--- config.mk ---
export PLATFORM = sky130hd
export DESIGN_NAME = trap_peak_sequencer
export DESIGN_NICKNAME = d
export VERILOG_FILES = /design/src/rtl/v20_trap_ctrl_pkg.sv /design/src/rtl/trap_evt_fifo.sv /design/src/rtl/trap_peak_sequencer.sv
export SDC_FILE = /design/constraint.sdc
export NUM_CORES = 1
export LEC_CHECK = 0
export ABC_CLOCK_PERIOD_IN_PS = 11400
export CAP_MARGIN = 20
export CORE_MARGIN = 8
export CORE_UTILIZATION = 53
export DETAILED_ROUTE_END_ITERATION = 12
export GPL_ROUTABILITY_DRIVEN = 0
export GPL_TIMING_DRIVEN = 0
export PLACE_DENSITY = 0.77
export SLEW_MARGIN = 25
export SYNTH_ARGS = -nofsm -noshare
export SYNTH_HDL_FRONTEND = slang
export SYNTH_SLANG_ARGS = --single-unit
--- constraint.sdc ---
create_clock -name clk -period 11.4 [get_ports clk]
set_input_delay 1.14 -clock clk [delete_from_list [all_inputs] [get_ports clk]]
set_output_delay 1.14 -clock clk [all_outputs]
set_load 0.01 [all_outputs]
--- src/rtl/v20_trap_ctrl_pkg.sv ---
// rtl/v20_trap_ctrl_pkg.sv - shared types and constants for the trapezoid peak sequencer
package v20_trap_ctrl_pkg;

    localparam int TRAP_DATA_W     = 16;
    localparam int TRAP_TS_W       = 32;
    localparam int TRAP_CNT_W      = 8;
    localparam int TRAP_FIFO_DEPTH = 4;
    localparam int TRAP_LOST_W     = 16;

    localparam logic [TRAP_LOST_W-1:0] TRAP_LOST_SAT = '1;

    typedef logic [2:0] trap_state_t;

    localparam trap_state_t ST_IDLE = 3'd0;
    localparam trap_state_t ST_ARM  = 3'd1;
    localparam trap_state_t ST_PEAK = 3'd2;
    localparam trap_state_t ST_HOLD = 3'd3;
    localparam trap_state_t ST_EMIT = 3'd4;

    typedef struct packed {
        logic                   pileup;
        logic [TRAP_DATA_W-1:0] amp;
        logic [TRAP_TS_W-1:0]   ts;
    } trap_evt_t;

endpackage

--- src/rtl/trap_evt_fifo.sv ---
// rtl/trap_evt_fifo.sv - show-ahead event FIFO; head is read combinationally from storage
module trap_evt_fifo
    import v20_trap_ctrl_pkg::*;
#(
    parameter type evt_t = trap_evt_t,
    parameter int  DEPTH = TRAP_FIFO_DEPTH
) (
    input  logic                   clk,
    input  logic                   rst,
    input  logic                   push_i,
    input  evt_t                   push_data_i,
    output logic                   full_o,
    input  logic                   pop_i,
    output logic                   empty_o,
    output logic [$clog2(DEPTH):0] level_o,
    output evt_t                   head_o
);

    localparam int AW = $clog2(DEPTH);

    evt_t          mem_q [DEPTH];
    logic [AW:0]   wr_q, wr_d;
    logic [AW:0]   rd_q, rd_d;
    logic          push_ok;
    logic          pop_ok;

    // Pointers carry one extra wrap bit so full and empty are distinguishable.
    assign level_o = wr_q - rd_q;
    assign empty_o = (wr_q == rd_q);
    assign full_o  = (level_o == (AW+1)'(DEPTH));
    assign pop_ok  = pop_i && !empty_o;
    assign push_ok = push_i && (!full_o || pop_ok);
    assign head_o  = mem_q[rd_q[AW-1:0]];

    always_comb begin
        wr_d = wr_q;
        rd_d = rd_q;
        if (push_ok) begin
            wr_d = wr_q + (AW+1)'(1);
        end
        if (pop_ok) begin
            rd_d = rd_q + (AW+1)'(1);
        end
    end

    always_ff @(posedge clk or posedge rst) begin
        if (rst) begin
            wr_q <= '0;
            rd_q <= '0;
            for (int i = 0; i < DEPTH; i++) begin
                mem_q[i] <= '0;
            end
        end else begin
            wr_q <= wr_d;
            rd_q <= rd_d;
            if (push_ok) begin
                mem_q[wr_q[AW-1:0]] <= push_data_i;
            end
        end
    end

endmodule

--- src/rtl/trap_peak_sequencer.sv ---
// rtl/trap_peak_sequencer.sv - turns trapezoid filter output into timestamped pulse-height events
module trap_peak_sequencer
    import v20_trap_ctrl_pkg::*;
#(
    parameter int SIZE_FILTER_DATA = TRAP_DATA_W,
    parameter int TS_WIDTH         = TRAP_TS_W,
    parameter int CNT_WIDTH        = TRAP_CNT_W,
    parameter int FIFO_DEPTH       = TRAP_FIFO_DEPTH
) (
    input  logic                          clk,
    input  logic                          reset,
    input  logic                          enable,
    input  logic [SIZE_FILTER_DATA-1:0]   filt_data,
    input  logic [SIZE_FILTER_DATA-1:0]   cfg_threshold,
    input  logic [CNT_WIDTH-1:0]          cfg_window,
    input  logic [CNT_WIDTH-1:0]          cfg_holdoff,
    output logic                          evt_valid,
    input  logic                          evt_ready,
    output logic [SIZE_FILTER_DATA-1:0]   evt_amp,
    output logic [TS_WIDTH-1:0]           evt_ts,
    output logic                          evt_pileup,
    output logic                          busy,
    output logic [$clog2(FIFO_DEPTH):0]   fifo_level,
    output logic [TRAP_LOST_W-1:0]        lost_cnt
);

    typedef struct packed {
        logic                        pileup;
        logic [SIZE_FILTER_DATA-1:0] amp;
        logic [TS_WIDTH-1:0]         ts;
    } evt_t;

    trap_state_t                 state_q, state_d;
    logic [SIZE_FILTER_DATA-1:0] filt_q;
    logic [TS_WIDTH-1:0]         ts_q;
    logic                        enable_q;
    logic [SIZE_FILTER_DATA-1:0] thr_q, thr_d;
    logic [CNT_WIDTH-1:0]        win_q, win_d;
    logic [CNT_WIDTH-1:0]        hold_q, hold_d;
    logic [CNT_WIDTH-1:0]        cnt_q, cnt_d;
    logic [SIZE_FILTER_DATA-1:0] max_q, max_d;
    logic [TS_WIDTH-1:0]         evt_ts_q, evt_ts_d;
    logic                        pileup_q, pileup_d;
    logic                        below_q, below_d;
    logic [TRAP_LOST_W-1:0]      lost_q, lost_d;

    logic                        en_rise;
    logic                        above;
    logic [CNT_WIDTH-1:0]        win_eff;
    logic [CNT_WIDTH-1:0]        hold_last;
    logic                        push;
    logic                        pop;
    logic                        fifo_full;
    logic                        fifo_empty;
    evt_t                        push_evt;
    evt_t                        head_evt;

    assign en_rise   = enable && !enable_q;
    assign above     = (filt_q > thr_q);
    assign win_eff   = (win_q == '0) ? CNT_WIDTH'(1) : win_q;
    assign hold_last = (hold_q == '0) ? '0 : (hold_q - CNT_WIDTH'(1));
    assign pop       = evt_valid && evt_ready;

    assign push_evt.pileup = pileup_q;
    assign push_evt.amp    = max_q;
    assign push_evt.ts     = evt_ts_q;

    always_comb begin
        state_d  = state_q;
        thr_d    = thr_q;
        win_d    = win_q;
        hold_d   = hold_q;
        cnt_d    = cnt_q;
        max_d    = max_q;
        evt_ts_d = evt_ts_q;
        pileup_d = pileup_q;
        below_d  = below_q;
        lost_d   = lost_q;
        push     = 1'b0;

        case (state_q)
            ST_IDLE: begin
                if (en_rise) begin
                    thr_d   = cfg_threshold;
                    win_d   = cfg_window;
                    hold_d  = cfg_holdoff;
                    state_d = ST_ARM;
                end
            end
            ST_ARM: begin
                if (!enable) begin
                    state_d = ST_IDLE;
                end else if (above) begin
                    evt_ts_d = ts_q;
                    max_d    = filt_q;
                    cnt_d    = CNT_WIDTH'(1);
                    pileup_d = 1'b0;
                    below_d  = 1'b0;
                    state_d  = ST_PEAK;
                end
            end
            ST_PEAK: begin
                // The trigger sample counts as the first of the window.
                if (!enable) begin
                    state_d = ST_IDLE;
                end else if (cnt_q == win_eff) begin
                    cnt_d   = '0;
                    state_d = ST_HOLD;
                end else begin
                    if (filt_q > max_q) begin
                        max_d = filt_q;
                    end
                    cnt_d = cnt_q + CNT_WIDTH'(1);
                end
            end
            ST_HOLD: begin
                if (!enable) begin
                    state_d = ST_IDLE;
                end else begin
                    if (!above) begin
                        below_d = 1'b1;
                    end
                    if (below_q && above) begin
                        pileup_d = 1'b1;
                    end
                    if (cnt_q == hold_last) begin
                        state_d = ST_EMIT;
                    end else begin
                        cnt_d = cnt_q + CNT_WIDTH'(1);
                    end
                end
            end
            ST_EMIT: begin
                push = 1'b1;
                if (fifo_full && !pop && (lost_q != TRAP_LOST_SAT)) begin
                    lost_d = lost_q + TRAP_LOST_W'(1);
                end
                state_d = enable ? ST_ARM : ST_IDLE;
            end
            default: begin
                state_d = ST_IDLE;
            end
        endcase
    end

    always_ff @(posedge clk or posedge reset) begin
        if (reset) begin
            state_q  <= ST_IDLE;
            filt_q   <= '0;
            ts_q     <= '0;
            enable_q <= 1'b0;
            thr_q    <= '0;
            win_q    <= '0;
            hold_q   <= '0;
            cnt_q    <= '0;
            max_q    <= '0;
            evt_ts_q <= '0;
            pileup_q <= 1'b0;
            below_q  <= 1'b0;
            lost_q   <= '0;
        end else begin
            state_q  <= state_d;
            filt_q   <= filt_data;
            ts_q     <= ts_q + TS_WIDTH'(1);
            enable_q <= enable;
            thr_q    <= thr_d;
            win_q    <= win_d;
            hold_q   <= hold_d;
            cnt_q    <= cnt_d;
            max_q    <= max_d;
            evt_ts_q <= evt_ts_d;
            pileup_q <= pileup_d;
            below_q  <= below_d;
            lost_q   <= lost_d;
        end
    end

    trap_evt_fifo #(
        .evt_t (evt_t),
        .DEPTH (FIFO_DEPTH)
    ) u_fifo (
        .clk         (clk),
        .rst         (reset),
        .push_i      (push),
        .push_data_i (push_evt),
        .full_o      (fifo_full),
        .pop_i       (pop),
        .empty_o     (fifo_empty),
        .level_o     (fifo_level),
        .head_o      (head_evt)
    );

    assign evt_valid  = !fifo_empty;
    assign evt_amp    = head_evt.amp;
    assign evt_ts     = head_evt.ts;
    assign evt_pileup = head_evt.pileup;
    assign busy       = (state_q == ST_PEAK) || (state_q == ST_HOLD) || (state_q == ST_EMIT);
    assign lost_cnt   = lost_q;

endmodule

==> results of run 1 <==
==> worst max-delay path by stage <==
stage / to / cells after the start / slack, ns
after floorplan: below_q / 1 / 0.27
after global placement: lost_cnt[6] / 2 / -3.61
after detailed placement: u_fifo.mem_q[27] / 13 / 6.35
after CTS: u_fifo.mem_q[27] / 13 / 6.29
after global routing: u_fifo.mem_q[27] / 13 / 6.11
final: u_fifo.mem_q[21] / 13 / 6.46
==> power by group <==
part           switching [mW]  internal, mW
sequential              0.128          1.45
combinational           0.548         0.489
clock                   0.494         0.745
total                    1.17          2.69
==> layer usage <==
metal | global-route usage | routed length, um
met3 | 0.0375 | 1580
met1 | 0.250 | 14900
met4 | 0.0606 | 869
met5 | 0 | 0
met2 | 0.318 | 16800
==> worst max-delay path, stage by stage, from the launching register on <==
cell and delay, ns:
dfrtp_1 0.40, clkbuf_1 0.37, buf_1 0.64, clkbuf_1 0.61, inv_1 0.10, ha_1 0.34, a31o_2 0.20, nand4_1 0.18
nor2b_1 0.19, clkbuf_1 0.18, nand2_1 0.12, clkbuf_1 0.46, clkbuf_1 0.61, mux2_2 0.41
==> stage by stage <==
stage / worst slack [ns] / total power [mW] / utilization / instance area (um^2)
floorplan: 0.270 / 2.31 / - / 16100
global placement: -3.61 / 2.60 / 0.589 / 17800
detailed placement: 6.35 / 2.64 / 0.592 / 17900
CTS: 6.29 / 3.89 / 0.633 / 19200
global route: 6.11 / 4.08 / 0.634 / 19200
finish: 6.46 / 3.85 / 0.634 / 19200
==> kinds of logic (layout without fill, tap and decap cells) <==
logic type                 count (synthesis)  in the layout  synth area share
DFF                                      360            360             0.559
adders and majority gates                 44             44            0.0346
AOI/OAI and AO/OA                        149            149            0.0559
buffers and inverters                    105            300            0.0283
and+or+nand+nor                          249            249            0.0748
muxes                                    253            253             0.211
xor gates and xnor gates                  66             66            0.0369
==> registers in the layout, summed over array words and instances, names as in the netlist <==
signal,count
evt_ts_q,32
max_q,16
below_q,1
state_q,3
win_q,8
thr_q,16
ts_q,32
lost_cnt,16
pileup_q,1
u_fifo.wr_q,3
enable_q,1
filt_q,16
u_fifo.mem_q,196
cnt_q,8
hold_q,8
u_fifo.rd_q,3
==> Yosys cell counts, drive strengths merged, types with 3 or more instances <==
cell     instances
and4             5
nand3           21
a21oi           17
o31a             3
xor2            25
a31o             3
a21o             8
a2111oi          3
o211ai           3
mux4            49
nand2          120
nand2b           4
and2             3
mux2           201
dfrtp          360
o21ai           84
o31ai            6
buf             11
a31oi            4
clkbuf          44
xnor2           40
mux2i            3
nor3             7
nor2b            7
nand4           21
or4              6
ha              43
and3             7
nor2            30
nor4             7
inv             49
==> layout make-up <==
class | instances | area [um^2]
fill | 2306 | 11100
sequential | 360 | 9010
multi-input combinational | 761 | 6660
timing repair buffer | 124 | 1290
clock buffer | 63 | 1130
tap | 396 | 495
buffer | 56 | 275
inverter | 49 | 191
clock inverter | 8 | 126
==> run summary, run 1 <==
status -> complete, no violations
predominant post-synthesis flop cell -> dfrtp_1
number of synthesized flops with an enable pin -> 0
Slew Limit Fails -> 0
gr ovfl total -> 0
Worst EP required -> 11.80 ns
minimum clock period -> 4.94 ns
synth top area cells -> dfrtp_1 (56%), mux2_2 (14%), mux4_2 (6.8%)
synthesized area per cell -> 13.2 um^2
non-filler cells, final -> 1,817
nets@finish -> 1,487
Synth Warn # -> 0
top-area cell type share of the netlist area -> 0.559
Synth Register Bits -> 360
commonest cells after routing, fill and taps aside -> dfrtp_1 (360), mux2_2 (201), clkdlybuf4s50_1 (121), nand2_1 (120), o21ai_0 (83)
Worst Reg-to-Reg Cells -> 13
Setup violations, final -> 0
CP arrival -> 5.35 ns
Starting Density -> 0.533
Min Hold Slack -> 0.476 ns
worst skew pair latency -> 0.53 ns
most common cell after layout, fill and taps aside -> dfrtp_1
sum of negative setup slack -> 0 ns
RSZ-0062 raised after global routing -> false
Num CTS Buffers -> 39
total number of vias -> 10,200
LEAKAGE -> 8.91 nW
# DRC -> 0
Top-Level Pins -> 122
Worst IR Drop VDD -> 0.146 mV
post-cts gate resize count -> 0
register area share after synthesis -> 0.559
H-tree depth reported by CTS -> 2
largest net degree at the start of global routing -> 105
Net Count, Synth -> 1,322
area leader, netlist -> dfrtp_1
IO buf count -> 121
Worst Path Max Fanout -> 10
DR iter-0 viols -> 686
clk slew on worst S/H paths -> 0.06 ns
Syn-to-layout area delta -> 18.9%
ys async rst share -> 1.00
initial antenna violation count -> 0
period utilisation layout -> 0.434
Hold Path Class -> register to register
WL final -> 34.1 mm
Hold EP -> ts_q[31]
clk_skew -> 0.0159 ns
Hold Vio Cnt, Final -> 0
TritonCTS clock tree -> built
clock tree buffer depth -> 3
DIE WIDTH -> 190 um
WL/cell -> 18.8 um
RR Startpoint -> u_fifo.rd_q[1]
Die ar. -> 36,300 um^2
Die Ht -> 190 um
Root Buffer -> clkbuf_16
area of the mapped netlist -> 16,100 um^2
WHS Path Cells -> 1
placed cell count -> 1,746
Hold Crit Start -> ts_q[31]
FF-to-FF setup slack -> 6.46 ns
Power Dens Cells -> 201 nW/um^2
post-CTS setup buffer count -> 0
Num Clock Sinks -> 360
Fmax achieved -> 202 MHz
core area -> 30,300 um^2
Mapped Cells -> 1,226
reg2reg end -> u_fifo.mem_q[21]
Tot GR Track Use -> 0.191
vias per cell -> 5.62
crit end category -> register
Hold Buf Count CTS -> 0
Final HPWL DP -> 23.6 mm
DRT Pass-1 Iters -> 5
share of layout cells above drive strength 1 -> 0.236
CP startpoint -> u_fifo.rd_q[1]
Row Count -> 64
Critical Path Source Type -> register
Crit Path Category -> register to register
Max Cap Viol -> 0
Netlist cell types -> 69
Detail Route Antenna Nets -> 0
vias in the first global route -> 10,700
first-pass GRT wire length -> 56.2 mm
worst-margin pin slew -> 0.911 ns
slew margin rel. -> 0.393
ant diodes -> 0
(Power assumes the default switching activity.)
==> run 2, diff against run 1 <==
--- a/config.mk
+++ b/config.mk
@@ -5,7 +5,7 @@
 export SDC_FILE = /design/constraint.sdc
 export NUM_CORES = 1
 export LEC_CHECK = 0
-export ABC_CLOCK_PERIOD_IN_PS = 11400
+export ABC_CLOCK_PERIOD_IN_PS = 4000
 export CAP_MARGIN = 20
 export CORE_MARGIN = 8
 export CORE_UTILIZATION = 53
==> constraint.sdc (replaced) <==
create_clock -name clk -period 4 [get_ports clk]
set_input_delay 0.4 -clock clk [delete_from_list [all_inputs] [get_ports clk]]
set_output_delay 0.4 -clock clk [all_outputs]
set_load 0.01 [all_outputs]
==> run 2 against run 1 <==
Effect of this change: via count grew 0.56%; setup slack lost 6.2 ns; sequential share of layout area shrank 0.85 points; cell count grew 0.55%.
==> run summary, run 2 (synthesis gave the netlist of run 1 again) <==
Hold Path Class -> primary input to async pin (was register to register)
FF+latch area -> 9010 um^2 (about the same)
Die ar. -> 36,300 um^2 (unchanged)
Setup violations, final -> 0 (unchanged)
CP Cell Sequence -> clkbuf_1, clkbuf_1, buf_1, mux4_2, clkdlybuf4s50_1 (was clkbuf_1, buf_1, clkbuf_1, inv_1, ha_1, a31o_2, nand4_1, nor2b_1, clkbuf_1, nand2_1, clkbuf_1, clkbuf_1, mux2_2)
DR iter-0 viols -> 663 (was 686)
non-filler cells, final -> 1,827 (was 1,817)
Die Ht -> 190 um (unchanged)
DRT Pass-1 Iters -> 5 (unchanged)
H-tree depth reported by CTS -> 2 (unchanged)
Critical Path Source Type -> register (unchanged)
placed cell count -> 1,756 (was 1,746)
largest register by flop count -> u_fifo.mem_q (unchanged)
minimum clock period -> 3.72 ns
DIE WIDTH -> 190 um (unchanged)
vias in the first global route -> 11,200 (was 10,700)
sum of negative setup slack -> 0 ns (unchanged)
IO buf count -> 121 (unchanged)
total number of vias -> 10,300 (was 10,200)
Crit Path Category -> register to output port (was register to register)
RSZ-0062 raised after global routing -> false (unchanged)
Largest register FFs -> 196 (unchanged)
Row Count -> 64 (unchanged)
worst skew pair latency -> 0.52 ns (was 0.53 ns)
Detail Route Antenna Nets -> 0 (unchanged)
gr ovfl total -> 0 (unchanged)
Crit path max-delay family -> buffers and inverters (unchanged)
nets@finish -> 1,496 (was 1,487)
ant diodes -> 0 (unchanged)
Setup Slack @ Placement -> -1.02 ns (was 6.35 ns)
post-CTS setup buffer count -> 0 (unchanged)
Slew Limit Fails -> 0 (unchanged)
TritonCTS clock tree -> built (unchanged)
period utilisation layout -> 0.930
Num CTS Buffers -> 39 (unchanged)
Min Hold Slack -> 0.246 ns (was 0.476 ns)
Final HPWL DP -> 24.3 mm (was 23.6 mm)
Root Buffer -> clkbuf_16 (unchanged)
commonest cells after routing, fill and taps aside -> dfrtp_1 (359), mux2_2 (201), clkdlybuf4s50_1 (121), nand2_1 (119), o21ai_0 (83) (was dfrtp_1 (360), mux2_2 (201), clkdlybuf4s50_1 (121), nand2_1 (120), o21ai_0 (83))
LEAKAGE -> 9.10 nW (was 8.91 nW)
Hold Vio Cnt, Final -> 0 (unchanged)
initial antenna violation count -> 0 (unchanged)
CP max stage delay -> 0.65 ns (was 0.64 ns)
# DRC -> 0 (unchanged)
Top-Level Pins -> 122 (unchanged)
Num Clock Sinks -> 360 (unchanged)
status -> complete, no violations (unchanged)
Finished Core Util -> 0.645 (was 0.634)
core area -> 30,300 um^2 (unchanged)
clock tree buffer depth -> 3 (unchanged)
Top Registers -> u_fifo.mem_q (196), evt_ts_q (32), ts_q (32) (unchanged)
Tot GR Track Use -> 0.196 (was 0.191)
worst path bufs/invs -> 4 (was 7)
Hold Buf Count CTS -> 0 (unchanged)
Worst IR Drop VDD -> 0.388 mV (was 0.146 mV)
Slowest cell on crit path -> buf_1 (unchanged)
Worst EP required -> 3.60 ns (was 11.80 ns)
CP arrival -> 3.32 ns (was 5.35 ns)
CP most frequent cell -> clkbuf_1 (unchanged)
fill count -> 2,249 (was 2,306)
largest net degree at the start of global routing -> 32 (was 105)
slew margin rel. -> 0.359 (was 0.393)
area of the multi-input gates -> 6670 um^2 (was 6660 um^2)
Worst Path Max Fanout -> 10 (unchanged)
first-pass GRT wire length -> 58.0 mm (was 56.2 mm)
WL final -> 34.4 mm (was 34.1 mm)
PnR worst setup slack -> 0.279 ns (was 6.46 ns)
worst-margin pin slew -> 0.961 ns (was 0.911 ns)
most common cell after layout, fill and taps aside -> dfrtp_1 (unchanged)
crit end category -> output port (was register)
Syn-to-layout area delta -> 21.1% (was 18.9%)
Power Dens Cells -> 578 nW/um^2 (was 201 nW/um^2)
Fmax achieved -> 269 MHz
clk_skew -> 0.0178 ns (was 0.0159 ns)
Max Cap Viol -> 0 (unchanged)
vias per cell -> 5.63 (was 5.62)
design area -> 19,500 um^2 (was 19,200 um^2)
placed inst area -> 18,100 um^2 (was 17,900 um^2)
share of layout cells above drive strength 1 -> 0.261 (was 0.236)
WL/cell -> 18.8 um (about the same)
clk slew on worst S/H paths -> 0.06 ns (about the same)
Starting Density -> 0.533 (unchanged)
Overall Power -> 11.3 mW (was 3.85 mW)
-- run 2: metal layers --
layer | global-route usage | routed length, um | vias to the layer above
li1 | - | - | 4723
met1 | 0.253 | 14800 | 5267
met2 | 0.335 | 17300 | 229
met3 | 0.0322 | 1450 | 58
met4 | 0.0618 | 792 | 0
met5 | 0 | 0 | -
-- run 2: repair_timing --
| action | CTS | global route |
|---|---|---|
| resized for setup | 14 | 3 |
| setup endpoints to repair | 226 | 44 |
| pin swaps | 0 | 0 |
| gates cloned | 0 | 0 |
-- run 2: area by class of cell --
cell class	instances	area share
flip-flops and latches	360	0.461
clock buffers	57	0.0607
multi-input cells	761	0.341
plain buffers	55	0.0148
inverters	49	0.00961
clock inverters	15	0.0103
repair buffers	134	0.0765
well taps	396	0.0254
-- run 2: worst paths after layout --
check / slack [ns] / to / cells past startpoint / start
max: 0.28 / evt_amp[12] / 5 / u_fifo.rd_q[0]
min: 0.25 / u_fifo.mem_q[120] / 2 / reset
max reg2reg: 0.29 / u_fifo.mem_q[98] / 11 / u_fifo.rd_q[1]
min reg2reg: 0.47 / ts_q[31] / 1 / ts_q[31]
max in group asynchronous: 2.62 / lost_cnt[14] / 6 / reset
min in group clk: 0.31 / filt_q[14] / 1 / filt_data[14]
-- run 2: where the power goes --
group / internal, mW / leakage [nW] / switching [mW]
registers: 4.14 / 4.83 / 0.379
clock network: 2.33 / 0.684 / 1.46
logic: 1.42 / 3.58 / 1.57
total: 7.89 / 9.10 / 3.41
==> run 3, diff against run 2 <==
--- a/config.mk
+++ b/config.mk
@@ -5,10 +5,10 @@
 export SDC_FILE = /design/constraint.sdc
 export NUM_CORES = 1
 export LEC_CHECK = 0
-export ABC_CLOCK_PERIOD_IN_PS = 4000
+export ABC_CLOCK_PERIOD_IN_PS = 4700
 export CAP_MARGIN = 20
 export CORE_MARGIN = 8
-export CORE_UTILIZATION = 53
+export CORE_UTILIZATION = 55
 export DETAILED_ROUTE_END_ITERATION = 12
 export GPL_ROUTABILITY_DRIVEN = 0
 export GPL_TIMING_DRIVEN = 0
==> constraint.sdc (replaced) <==
create_clock -name clk -period 4.7 [get_ports clk]
set_input_delay 0.47 -clock clk [delete_from_list [all_inputs] [get_ports clk]]
set_output_delay 0.47 -clock clk [all_outputs]
set_load 0.01 [all_outputs]
==> run 3 against run 2 <==
Effect of this change: setup slack improved by 0.18 ns; flip-flop and latch count unchanged; wire length is 0.43% lower; largest cell class unchanged; via count is 0.33% lower; design area shrank 0.29%; die area is 3.3% lower; register-to-register slack better by 0.17 ns; worst hold slack improved by 0.060 ns; critical path depth up 6; count of clock-buffer cells in the layout increased by 3; clock power is 14% lower; global-route usage is 0.37 points higher.
==> run summary, run 3 (synthesis gave the netlist of run 1 again) <==
status -> complete, no violations (unchanged)
post-CTS setup buffer count -> 0 (unchanged)
Tot GR Track Use -> 0.200 (was 0.196)
CP most frequent cell -> clkbuf_1 (unchanged)
TritonCTS clock tree -> built (unchanged)
RSZ-0062 raised after global routing -> false (unchanged)
WL/cell -> 18.9 um (was 18.8 um)
# DRC -> 0 (unchanged)
Die Ht -> 187 um (was 190 um)
non-filler cells, final -> 1,813 (was 1,827)
Syn-to-layout area delta -> 20.8% (was 21.1%)
Worst EP required -> 5.09 ns (was 3.60 ns)
Largest register FFs -> 196 (unchanged)
Crit Path Category -> register to register (was register to output port)
vias in the first global route -> 11,100 (was 11,200)
Setup violations, final -> 0 (unchanged)
Slew Limit Fails -> 0 (unchanged)
first-pass GRT wire length -> 58.0 mm (about the same)
Die ar. -> 35,100 um^2 (was 36,300 um^2)
gr ovfl total -> 0 (unchanged)
Hold Path Class -> primary input to async pin (unchanged)
Root Buffer -> clkbuf_16 (unchanged)
Max Cap Viol -> 0 (unchanged)
Power Dens Cells -> 494 nW/um^2 (was 578 nW/um^2)
clock tree buffer depth -> 3 (unchanged)
share of layout cells above drive strength 1 -> 0.250 (was 0.261)
Hold Vio Cnt, Final -> 0 (unchanged)
largest net degree at the start of global routing -> 34 (was 32)
Num CTS Buffers -> 40 (was 39)
placed inst area -> 18,100 um^2 (about the same)
Top-Level Pins -> 122 (unchanged)
sum of negative setup slack -> 0 ns (unchanged)
Clk pwr share -> 0.339 (was 0.336)
Final HPWL DP -> 24.3 mm (about the same)
worst-margin pin slew -> 0.921 ns (was 0.961 ns)
WL final -> 34.2 mm (was 34.4 mm)
CP arrival -> 4.63 ns (was 3.32 ns)
most common cell after layout, fill and taps aside -> dfrtp_1 (unchanged)
met2 layer usage reported by global route -> 0.337 (was 0.335)
H-tree depth reported by CTS -> 2 (unchanged)
total number of vias -> 10,200 (was 10,300)
clk slew on worst S/H paths -> 0.06 ns (about the same)
vias per cell -> 5.65 (was 5.63)
worst skew pair latency -> 0.52 ns (about the same)
met1 usage -> 0.261 (was 0.253)
core area -> 28,800 um^2 (was 30,300 um^2)
LEAKAGE -> 9.06 nW (was 9.10 nW)
P_int -> 6.77 mW (was 7.89 mW)
Row Count -> 62 (was 64)
DR iter-0 viols -> 453 (was 663)
Starting Density -> 0.560 (was 0.533)
Top Registers -> u_fifo.mem_q (196), evt_ts_q (32), ts_q (32) (unchanged)
clk_skew -> 0.0168 ns (was 0.0178 ns)
minimum clock period -> 4.24 ns
DRT Pass-1 Iters -> 7 (was 5)
Detail Route Antenna Nets -> 0 (unchanged)
Reg power frac -> 0.398 (was 0.400)
Worst IR Drop VDD -> 0.335 mV (was 0.388 mV)
slew margin rel. -> 0.386 (was 0.359)
Min Hold Slack -> 0.306 ns (was 0.246 ns)
largest register by flop count -> u_fifo.mem_q (unchanged)
ant diodes -> 0 (unchanged)
CP Cell Sequence -> clkbuf_1, clkdlybuf4s15_2, inv_1, ha_1, a31o_2, nand4_1, nor2b_1, clkbuf_1, nand2_1, clkbuf_1, mux2_2 (was clkbuf_1, clkbuf_1, buf_1, mux4_2, clkdlybuf4s50_1)
sw frac -> 0.296 (was 0.302)
GR Layer Usage met3 -> 0.0365 (was 0.0322)
Comb power frac -> 0.263 (was 0.265)
placed cell count -> 1,743 (was 1,756)
initial antenna violation count -> 0 (unchanged)
Worst Path Max Fanout -> 19 (was 10)
Fmax achieved -> 236 MHz
Critical Path Source Type -> register (unchanged)
IO buf count -> 121 (unchanged)
design area -> 19,500 um^2 (about the same)
commonest cells after routing, fill and taps aside -> dfrtp_1 (360), mux2_2 (201), clkdlybuf4s50_1 (121), nand2_1 (120), o21ai_0 (83) (was dfrtp_1 (359), mux2_2 (201), clkdlybuf4s50_1 (121), nand2_1 (119), o21ai_0 (83))
DIE WIDTH -> 187 um (was 190 um)
nets@finish -> 1,496 (unchanged)
crit end category -> register (was output port)
Slowest cell on crit path -> clkdlybuf4s15_2 (was buf_1)
CP max stage delay -> 0.67 ns (was 0.65 ns)
NetSw -> 2.85 mW (was 3.41 mW)
Finished Core Util -> 0.677 (was 0.645)
period utilisation layout -> 0.902
Num Clock Sinks -> 360 (unchanged)
GR peak layer -> met2 (unchanged)
run 3: cell types whose count changed in the layout (fill, tap and decap cells not counted), sizes merged, moves of 2 or more:
cell,delta
clkinv,-2
clkinvlp,-2
buf,-2
clkbuf,+3
run 3: final cells by class:
type	count	area (um^2)
inverter	49	188
tap	384	480
buffer	55	280
multi-input combinational	761	6660
timing repair buffer	133	1460
fill	2026	9310
sequential	360	9010
clock inverter	11	191
clock buffer	60	1210
run 3: critical path: cells and delay by family, from the launching register on:
family | cells | cell delay, ns
AND/OR/NAND/NOR | 3 | 0.83
buffers and inverters | 5 | 1.93
multiplexers | 1 | 0.41
AO/OA/AOI/OAI | 1 | 0.20
adder cells (fa/ha/maj) | 1 | 0.33
flip-flops | 1 | 0.41
run 3: routing by layer:
layer	vias to the layer above	wire length (um)
met5	-	0
met4	0	731
met3	51	1450
met2	218	17000
met1	5254	15100
li1	4720	-
run 3: final timing paths:
check                                    start                end  slack [ns]  depth (start not counted)
worst min-delay path                     reset  u_fifo.mem_q[125]        0.31                          2
worst max-delay path            u_fifo.rd_q[1]  u_fifo.mem_q[151]        0.46                         11
worst max register to register  u_fifo.rd_q[1]  u_fifo.mem_q[151]        0.46                         11
worst min register to register        ts_q[31]           ts_q[31]        0.47                          1
max in group asynchronous                reset   u_fifo.mem_q[59]        3.42                          5
min in group clk                 filt_data[11]         filt_q[11]        0.38                          1
run 3: power by group through the flow:
stage / logic [mW] / registers (mW) / clock network, mW
3_5_place_dp: 2.54 / 3.88 / 0
6_report: 2.52 / 3.83 / 3.26
5_1_grt: 2.80 / 3.89 / 3.46
2_1_floorplan: 1.80 / 3.79 / 0
3_3_place_gp: 2.45 / 3.87 / 0
4_1_cts: 2.55 / 3.83 / 3.31
run 3: what timing repair did:
item,in CTS,in global routing
resized for setup,4,0
hold buffers,0,0
setup endpoints to repair,125,0
run 3: metrics by stage:
stage / power (mW) / setup WS (ns)
detailed placement: 6.42 / -0.381
global route: 10.1 / 0.152
global placement: 6.31 / -2.88
floorplan: 5.59 / -0.596
finish: 9.61 / 0.460
CTS: 9.70 / 0.348
